===== src/rtl/rv_dmem_bridge_if.sv =====
// CPU data-port and Wishbone-classic signal bundle for rv_dmem_bridge.
// The bridge takes the slave view (it serves the CPU); the environment takes the master view.
interface rv_dmem_bridge_if;
  logic [31:0] dm_addr_i;
  logic [31:0] dm_data_s_i;
  logic [3:0]  dm_data_select_i;
  logic        dm_load_i;
  logic        dm_store_i;
  logic        dm_ready_o;
  logic [31:0] dm_data_l_o;
  logic        dm_load_done_o;
  logic        dm_store_done_o;
  logic        wb_cyc_o;
  logic        wb_stb_o;
  logic        wb_we_o;
  logic [31:0] wb_adr_o;
  logic [3:0]  wb_sel_o;
  logic [31:0] wb_dat_o;
  logic [31:0] wb_dat_i;
  logic        wb_ack_i;
  logic        wb_err_i;
  logic        err_o;
  logic [31:0] err_addr_o;

  modport slave (
    input  dm_addr_i, dm_data_s_i, dm_data_select_i, dm_load_i, dm_store_i,
    output dm_ready_o, dm_data_l_o, dm_load_done_o, dm_store_done_o,
    output wb_cyc_o, wb_stb_o, wb_we_o, wb_adr_o, wb_sel_o, wb_dat_o,
    input  wb_dat_i, wb_ack_i, wb_err_i,
    output err_o, err_addr_o
  );

  modport master (
    output dm_addr_i, dm_data_s_i, dm_data_select_i, dm_load_i, dm_store_i,
    input  dm_ready_o, dm_data_l_o, dm_load_done_o, dm_store_done_o,
    input  wb_cyc_o, wb_stb_o, wb_we_o, wb_adr_o, wb_sel_o, wb_dat_o,
    output wb_dat_i, wb_ack_i, wb_err_i,
    input  err_o, err_addr_o
  );
endinterface


===== src/rtl/rv_dmem_bridge.sv =====
// uRV data-port to Wishbone-classic bridge: one bus cycle per load/store strobe,
// with per-transfer timeout and error reporting so a dead slave cannot stall the core.
module rv_dmem_bridge #(
  parameter int unsigned TIMEOUT  = 255,
  parameter logic [31:0] ERR_DATA = 32'hDEADBEEF
) (
  input logic           clk_i,
  input logic           rst_i,
  rv_dmem_bridge_if.slave bus
);

  localparam int unsigned    CNT_W    = (TIMEOUT > 1) ? $clog2(TIMEOUT) : 1;
  localparam logic [CNT_W-1:0] CNT_LAST = CNT_W'((TIMEOUT == 0) ? 0 : TIMEOUT - 1);

  typedef enum logic [1:0] {IDLE, LOAD, STORE} state_t;

  state_t           state_q, state_d;
  logic [CNT_W-1:0] wait_cnt_q;
  logic [31:0]      addr_q, wdat_q;
  logic [3:0]       sel_q;
  logic             we_q;
  logic [31:0]      data_l_q, err_addr_q;
  logic             load_done_q, store_done_q, err_q;
  logic             accept, term_ack, term_fail, timeout_hit;

  always_comb begin
    state_d     = state_q;
    accept      = 1'b0;
    term_ack    = 1'b0;
    term_fail   = 1'b0;
    timeout_hit = (TIMEOUT != 0) && (wait_cnt_q == CNT_LAST);
    unique case (state_q)
      IDLE: begin
        // Store has priority; a load strobed in the same cycle is dropped.
        if (bus.dm_store_i) begin
          state_d = STORE;
          accept  = 1'b1;
        end else if (bus.dm_load_i) begin
          state_d = LOAD;
          accept  = 1'b1;
        end
      end
      LOAD, STORE: begin
        if (bus.wb_ack_i)                      term_ack  = 1'b1;
        else if (bus.wb_err_i || timeout_hit)  term_fail = 1'b1;
        if (term_ack || term_fail) state_d = IDLE;
      end
      default: state_d = IDLE;
    endcase
  end

  always_ff @(posedge clk_i or posedge rst_i) begin
    if (rst_i) begin
      state_q    <= IDLE;
      wait_cnt_q <= '0;
    end else begin
      state_q    <= state_d;
      wait_cnt_q <= (state_q == IDLE) ? '0 : wait_cnt_q + 1'b1;
    end
  end

  // Request capture: bus-facing fields stay put until the next accepted request.
  always_ff @(posedge clk_i or posedge rst_i) begin
    if (rst_i) begin
      addr_q <= '0;
      wdat_q <= '0;
      sel_q  <= '0;
      we_q   <= 1'b0;
    end else if (accept) begin
      addr_q <= bus.dm_addr_i;
      wdat_q <= bus.dm_data_s_i;
      sel_q  <= bus.dm_data_select_i;
      we_q   <= bus.dm_store_i;
    end
  end

  always_ff @(posedge clk_i or posedge rst_i) begin
    if (rst_i) begin
      data_l_q     <= '0;
      err_addr_q   <= '0;
      load_done_q  <= 1'b0;
      store_done_q <= 1'b0;
      err_q        <= 1'b0;
    end else begin
      load_done_q  <= 1'b0;
      store_done_q <= 1'b0;
      err_q        <= 1'b0;
      if (term_ack || term_fail) begin
        load_done_q  <= (state_q == LOAD);
        store_done_q <= (state_q == STORE);
        if (state_q == LOAD) data_l_q <= term_ack ? bus.wb_dat_i : ERR_DATA;
        if (term_fail) begin
          err_q      <= 1'b1;
          err_addr_q <= addr_q;
        end
      end
    end
  end

  assign bus.dm_ready_o      = (state_q == IDLE);
  assign bus.wb_cyc_o        = (state_q != IDLE);
  assign bus.wb_stb_o        = (state_q != IDLE);
  assign bus.wb_we_o         = we_q;
  assign bus.wb_adr_o        = {addr_q[31:2], 2'b00};
  assign bus.wb_sel_o        = sel_q;
  assign bus.wb_dat_o        = wdat_q;
  assign bus.dm_data_l_o     = data_l_q;
  assign bus.dm_load_done_o  = load_done_q;
  assign bus.dm_store_done_o = store_done_q;
  assign bus.err_o           = err_q;
  assign bus.err_addr_o      = err_addr_q;

endmodule


===== src/flat_wrapper.sv =====
// flat-port wrapper written by rule: the top's interface ports become plain ports
module rv_dmem_bridge_flat 
#(
  parameter int unsigned TIMEOUT  = 255,
  parameter logic [31:0] ERR_DATA = 32'hDEADBEEF
)
  (clk_i, rst_i, bus_dm_addr_i, bus_dm_data_s_i, bus_dm_data_select_i, bus_dm_load_i, bus_dm_store_i, bus_dm_ready_o, bus_dm_data_l_o, bus_dm_load_done_o, bus_dm_store_done_o, bus_wb_cyc_o, bus_wb_stb_o, bus_wb_we_o, bus_wb_adr_o, bus_wb_sel_o, bus_wb_dat_o, bus_wb_dat_i, bus_wb_ack_i, bus_wb_err_i, bus_err_o, bus_err_addr_o);
  rv_dmem_bridge_if bus_i ();
  input logic clk_i;
  input logic rst_i;
  input wire logic [$bits(bus_i.dm_addr_i)-1:0] bus_dm_addr_i;
  input wire logic [$bits(bus_i.dm_data_s_i)-1:0] bus_dm_data_s_i;
  input wire logic [$bits(bus_i.dm_data_select_i)-1:0] bus_dm_data_select_i;
  input wire logic [$bits(bus_i.dm_load_i)-1:0] bus_dm_load_i;
  input wire logic [$bits(bus_i.dm_store_i)-1:0] bus_dm_store_i;
  output wire logic [$bits(bus_i.dm_ready_o)-1:0] bus_dm_ready_o;
  output wire logic [$bits(bus_i.dm_data_l_o)-1:0] bus_dm_data_l_o;
  output wire logic [$bits(bus_i.dm_load_done_o)-1:0] bus_dm_load_done_o;
  output wire logic [$bits(bus_i.dm_store_done_o)-1:0] bus_dm_store_done_o;
  output wire logic [$bits(bus_i.wb_cyc_o)-1:0] bus_wb_cyc_o;
  output wire logic [$bits(bus_i.wb_stb_o)-1:0] bus_wb_stb_o;
  output wire logic [$bits(bus_i.wb_we_o)-1:0] bus_wb_we_o;
  output wire logic [$bits(bus_i.wb_adr_o)-1:0] bus_wb_adr_o;
  output wire logic [$bits(bus_i.wb_sel_o)-1:0] bus_wb_sel_o;
  output wire logic [$bits(bus_i.wb_dat_o)-1:0] bus_wb_dat_o;
  input wire logic [$bits(bus_i.wb_dat_i)-1:0] bus_wb_dat_i;
  input wire logic [$bits(bus_i.wb_ack_i)-1:0] bus_wb_ack_i;
  input wire logic [$bits(bus_i.wb_err_i)-1:0] bus_wb_err_i;
  output wire logic [$bits(bus_i.err_o)-1:0] bus_err_o;
  output wire logic [$bits(bus_i.err_addr_o)-1:0] bus_err_addr_o;
  assign bus_i.dm_addr_i = bus_dm_addr_i;
  assign bus_i.dm_data_s_i = bus_dm_data_s_i;
  assign bus_i.dm_data_select_i = bus_dm_data_select_i;
  assign bus_i.dm_load_i = bus_dm_load_i;
  assign bus_i.dm_store_i = bus_dm_store_i;
  assign bus_dm_ready_o = bus_i.dm_ready_o;
  assign bus_dm_data_l_o = bus_i.dm_data_l_o;
  assign bus_dm_load_done_o = bus_i.dm_load_done_o;
  assign bus_dm_store_done_o = bus_i.dm_store_done_o;
  assign bus_wb_cyc_o = bus_i.wb_cyc_o;
  assign bus_wb_stb_o = bus_i.wb_stb_o;
  assign bus_wb_we_o = bus_i.wb_we_o;
  assign bus_wb_adr_o = bus_i.wb_adr_o;
  assign bus_wb_sel_o = bus_i.wb_sel_o;
  assign bus_wb_dat_o = bus_i.wb_dat_o;
  assign bus_i.wb_dat_i = bus_wb_dat_i;
  assign bus_i.wb_ack_i = bus_wb_ack_i;
  assign bus_i.wb_err_i = bus_wb_err_i;
  assign bus_err_o = bus_i.err_o;
  assign bus_err_addr_o = bus_i.err_addr_o;
  rv_dmem_bridge #(.TIMEOUT(TIMEOUT), .ERR_DATA(ERR_DATA)) u_core (.clk_i(clk_i), .rst_i(rst_i), .bus(bus_i));
endmodule

===== config.mk =====
export PLATFORM = sky130hd
export DESIGN_NAME = rv_dmem_bridge_flat
export DESIGN_NICKNAME = d
export VERILOG_FILES = /design/src/rtl/rv_dmem_bridge_if.sv /design/src/rtl/rv_dmem_bridge.sv /design/src/flat_wrapper.sv
export SDC_FILE = /design/constraint.sdc
export NUM_CORES = 1
export LEC_CHECK = 0
export CAP_MARGIN = 30
export CELL_PAD_IN_SITES_DETAIL_PLACEMENT = 0
export CELL_PAD_IN_SITES_GLOBAL_PLACEMENT = 2
export CORE_UTILIZATION = 28
export CTS_CLUSTER_DIAMETER = 150
export DETAILED_ROUTE_END_ITERATION = 8
export PLACE_DENSITY = 0.83
export SYNTH_ARGS = -nofsm -noshare
export SYNTH_HDL_FRONTEND = slang
export SYNTH_SLANG_ARGS = --single-unit

===== constraint.sdc =====
create_clock -name clk_i -period 5.28 [get_ports clk_i]
set_clock_uncertainty 0.2 [all_clocks]
set_input_delay 0.792 -clock clk_i [delete_from_list [all_inputs] [get_ports clk_i]]
set_output_delay 0.792 -clock clk_i [all_outputs]
set_load 0.02 [all_outputs]

# [After elaboration in Yosys (flattened, before gate mapping)]
# Cells that the tools add are included.
[word_totals] reg_bits=146 output_inout_bits=139 input_bits=106 wordCells=46
[classes] n_eq_ne=5 add_sub_neg=1 reduce_logical=9 mux=20
[op_table] cell="$mux 32" n=1
[op_table] cell="$mux 1" n=14
[op_table] cell="$add 8x1->8 const B" n=1
[op_table] cell="$eq 8x8->1 const B" n=1
[op_table] cell="$mux 8" n=1
[op_table] cell="$mux 2" n=3
[op_table] cell="$reduce_and 2->1" n=3
[op_table] cell="$pmux 2 s2" n=1
[op_table] cell="$logic_or 1x1->1" n=3
[op_table] cell="$ne 3x3->1 const B" n=1
[op_table] cell="$eq 2x1->1 const B" n=1
[op_table] cell="$eq 2x2->1 const B" n=1
[op_table] cell="$logic_not 2->1" n=1
[op_table] cell="$ne 2x1->1 const B" n=1
[op_table] cell="$reduce_bool 2->1" n=1
[op_table] cell="$reduce_or 2->1" n=1

# [Longest topological paths before layout]
[logic_depth] word_depth=8 ltp_mapped=8 depth_no_buf=6

# [Worst setup path after synthesis]
# OpenSTA, ideal clock, no wires.
[synth_timing] path_type="input to register" start="input port bus_dm_store_i" end="register u_core.addr_q[27]" path_stages=4 required_time_ns=4.955 n_path_buf=2 setup_ns=0.125 t_arrival_ns=1.809 setup_slack_ns=3.147 path_cell_list="o21ai_1 buf_2 buf_2 mux2_2"
[synth_between] elab_chain_cells=2
[synth_rtl] item="start: declaration" line="flat_wrapper.sv:15" source="input wire logic [$bits(bus_i.dm_store_i)-1:0] bus_dm_store_i;"
[synth_rtl] item="$mux 1" line="rv_dmem_bridge.sv:35" source="if (bus.dm_store_i) begin"
[synth_rtl] item="$mux 1" line="rv_dmem_bridge.sv:32" source="unique case (state_q)"
[synth_rtl] item="end signal: assignment" line="rv_dmem_bridge.sv:70" source="addr_q <= bus.dm_addr_i;"
[synth_rtl] item="end: declaration" line="rv_dmem_bridge.sv:19" source="logic [31:0] addr_q, wdat_q;"
# Every way passes these cells.
# A chain may end at the register's enable or synchronous reset.

# [Worst setup path after layout]
[layout_timing] start="register u_core.state_q[1]" end="output port bus_wb_cyc_o"
[layout_between] elab_chain_cells=1
[layout_rtl] item="start: declaration" line="rv_dmem_bridge.sv:17" source="state_t state_q, state_d;"
[layout_rtl] item="start signal: assignment" line="rv_dmem_bridge.sv:57" source="state_q <= state_d;"
[layout_rtl] item="$reduce_bool 2->1" line="rv_dmem_bridge.sv:101" source="assign bus.wb_cyc_o = (state_q != IDLE);"
[layout_rtl] item="end: declaration" line="flat_wrapper.sv:20" source="output wire logic [$bits(bus_i.wb_cyc_o)-1:0] bus_wb_cyc_o;"
# Every way passes these cells.

==> flow_summary.toml <==
[clock_tree]
clkSinkCount = 146
post_cts_buffers = 0
worst_case_clock_buffer_depth = 2
cts_resized = 0
cts_max_level = 4
clkTransAtPathRegs_ps = 60
hold_buffers = 0
tritoncts.num_buffers = 17
clk_root_buf = "clkbuf_16"
clock_tree_from_tritoncts = "yes"
clk-insertion-delay-late_ps = 410

[sta]
fin_hold_ws_ps = 277
slew_violations = 0
tightestPinTransition_ps = 944
setup_viol_count_final = 0
finalHoldViolCount = 0
min_period_ps = 3130
fraction_of_the_cycle_the_final_worst_path_needs_pct = 59.4
tns_ps = 0
rsz0062_at_grt = "no"
slew-limit-headroom_pct = 37.0
timing.fmax_mhz = 319

[setup_path]
worstPathRequired_ps = 4290
setup.worst_path.class = "flip-flop to output port"
critPathCaptureType = "output port"
setup.worst_path.start_class = "flip-flop"
timing.critical_path.arrival_ps = 2140
worstPathMaxFanout = 13

[synth]
postSynth.asyncResetShare_pct = 100
syn_area_um2 = 5830
ys.flop_type = "dfrtp_1"
avgSynthCellArea_um2 = 15.2
yosys.area.top_type_share_pct = 62.7
syn_inst = 383
synth.yosys.seq_area_share_pct = 62.7
netlist_top_cells_area = "dfrtp_1 (63%), mux2_2 (19%), buf_4 (4.2%)"
postSynthRegisterBits = 146
synth.yosys.warnings = 0
synth_cell_types = 34
yosys.area.top_type = "dfrtp_1"
synth-edff-count = 0

[power]
power_report.internal_total_mw = 3.95
clkPwrFrac_pct = 22.1
power_switching_mw = 2.02
netSwitchingFraction_pct = 33.9
total_leakage_power_nw = 3.66
comb_power_share_pct = 45.5
ir_worst_vdd_mv = 0.265
pwr-share-seq_pct = 32.4
pwr_density_cell_nw_per_um2 = 666

[floorplanning]
placeableCoreArea_um2 = 20300
die_area_um2 = 21400
floorplan.rows = 52
io_pins = 245
die_height_um = 146
die_x_um = 146
start_util_pct = 28.7

[global_routing]
track_usage_pct = 13.6
maximum_number_of_pins_on_one_net_before_global_route_repair = 96
grt_first_pass_wirelength_mm = 22.8
overflow = 0
number_of_global_route_vias_before_repair = 4239
grt_antenna_before_repair = 0

[detailed_routing]
drc_errors = 0
drt_first_iter_violations = 79
detail_route.first_pass.iterations = 4
detail_route.wl_per_cell_um = 15.5
num_vias = 3830
post_drt_via_cell_ratio = 4.33
wirelength_mm = 13.7
ant_nets = 0

[placement]
post-dp-hpwl_mm = 9.90
routabilityCongestion = 0.765
portBuffers = 242

[layout]
area.growth.synth_to_final_pct = 53.7
drive_above_1_share_pct = 25.9
antenna_diode_instance_count = 0
multi_input_area_um2 = 1780
area.sequential_um2 = 3650
fill_cells = 1847
final_net_count = 712

[flow_run]
max-cap-violations = 0

[run_status]
run_status = "finished clean"

[min_path]
min-delay-path-class = "flip-flop to flip-flop"
-- area by class of cell --
| type | instances | share of cell area (%) |
|---|---|---|
| well taps | 270 | 3.77 |
| multi-input cells | 182 | 19.9 |
| clock inverters | 12 | 2.26 |
| clock buffers | 20 | 4.98 |
| repair buffers | 247 | 27.9 |
| flip-flops and latches | 146 | 40.8 |
| inverters | 7 | 0.433 |
-- through the flow --
step | instances | setup WS (ps) | util (%) | cell area, um2 | power, mW
floorplan | 384 | 365 | - | 5830 | 3.55
global placement | 850 | 2240 | 40.7 | 8260 | 4.64
detailed placement | 851 | 2270 | 40.8 | 8280 | 4.71
CTS | 883 | 2100 | 44.0 | 8930 | 6.06
global route | 884 | 1980 | 44.1 | 8960 | 6.29
finish | 884 | 2150 | 44.1 | 8960 | 5.97
-- registers in the layout, indices dropped and copies added, names as in the netlist --
signal / flops
u_core.bus.wb_dat_o: 32
u_core.state_q: 2
u_core.bus.dm_load_done_o: 1
u_core.bus.err_addr_o: 32
u_core.bus.wb_we_o: 1
u_core.addr_q: 32
u_core.wait_cnt_q: 8
u_core.bus.dm_data_l_o: 32
u_core.bus.dm_store_done_o: 1
u_core.bus.wb_sel_o: 4
u_core.bus.err_o: 1
-- placed cells by master, fill, tap and decap left out, types with 2 or more instances in the layout --
cell type        Yosys  routed
xor2_1               5       5
o22a_2              13      13
inv_6                0       3
o22a_1              11      11
mux2_1               3       3
buf_4               33       3
clkbuf_1             5       2
clkbuf_16            0      17
clkdlybuf4s50_1      0     242
dfrtp_1            146     146
clkinv_4             0       2
conb_1               1       2
nand3_1              4       4
bufinv_16            0       5
or3_1                2       2
inv_1                6       5
mux2_2              97      97
a22o_2               7       7
nand2_1              8       8
clkinv_2             0       2
ha_1                 5       5
nor2_1              11      11
buf_16               0       2
-- critical path: stages, from the launching register on --
cell and delay [ps]:
dfrtp_1 380, inv_1 110, ha_1 490, inv_1 170, clkdlybuf4s50_1 570
-- final timing paths --
path | from | to | slack, ps | cells past startpoint
max reg2reg | u_core.state_q[0]$_DFFE_PP0P_ | u_core.bus.wb_dat_o[0]$_DFFE_PP0P_ | 2830 | 5
max | u_core.state_q[1]$_DFFE_PP0P_ | bus_wb_cyc_o | 2150 | 4
min in group asynchronous | rst_i | u_core.bus.wb_dat_o[19]$_DFFE_PP0P_ | 420 | 2
min reg2reg | u_core.bus.wb_we_o$_DFFE_PP0P_ | u_core.bus.wb_we_o$_DFFE_PP0P_ | 280 | 2
min | u_core.bus.wb_we_o$_DFFE_PP0P_ | u_core.bus.wb_we_o$_DFFE_PP0P_ | 280 | 2
max in group asynchronous | rst_i | u_core.bus.dm_data_l_o[1]$_DFFE_PP0P_ | 3420 | 4
-- power groups by stage --
stage | logic, mW | clock network [mW] | registers (mW)
6_report | 2.72 | 1.32 | 1.93
3_3_place_gp | 2.71 | 0 | 1.93
5_1_grt | 2.87 | 1.41 | 2.01
3_5_place_dp | 2.75 | 0 | 1.95
2_1_floorplan | 1.18 | 0 | 2.36
4_1_cts | 2.76 | 1.36 | 1.94
-- synth_stat cells (all sizes together) (2+ instances only) --
master  count
buf        44
inv         7
or3         2
nor2       12
mux2      100
o22a       24
a22o        8
xor2        5
nand2       8
o21ai       2
dfrtp     146
nand3       4
ha          5
clkbuf      5
-- layer usage --
layer | wire length (um) | global-route usage [%] | up-vias
met4 | 300 | 5.99 | 0
li1 | - | - | 1749
met5 | 0 | 0 | -
met2 | 6840 | 22.8 | 155
met3 | 1070 | 5.22 | 19
met1 | 5520 | 15.5 | 1907
-- logic make-up (layout without fill, tap and decap cells) --
logic type / count (synthesis) / in the layout / share of synthesized area, %
AND/OR/NAND/NOR: 29 / 29 / 2.40
XOR/XNOR: 6 / 6 / 0.901
other: 1 / 2 / 0.0643
adder cells (fa/ha/maj): 5 / 5 / 1.07
multiplexers: 100 / 100 / 19.3
buffers and inverters: 56 / 286 / 7.04
AO/OA/AOI/OAI: 40 / 40 / 6.54
flip-flops: 146 / 146 / 62.7
Power figures use the tool's default switching activity.
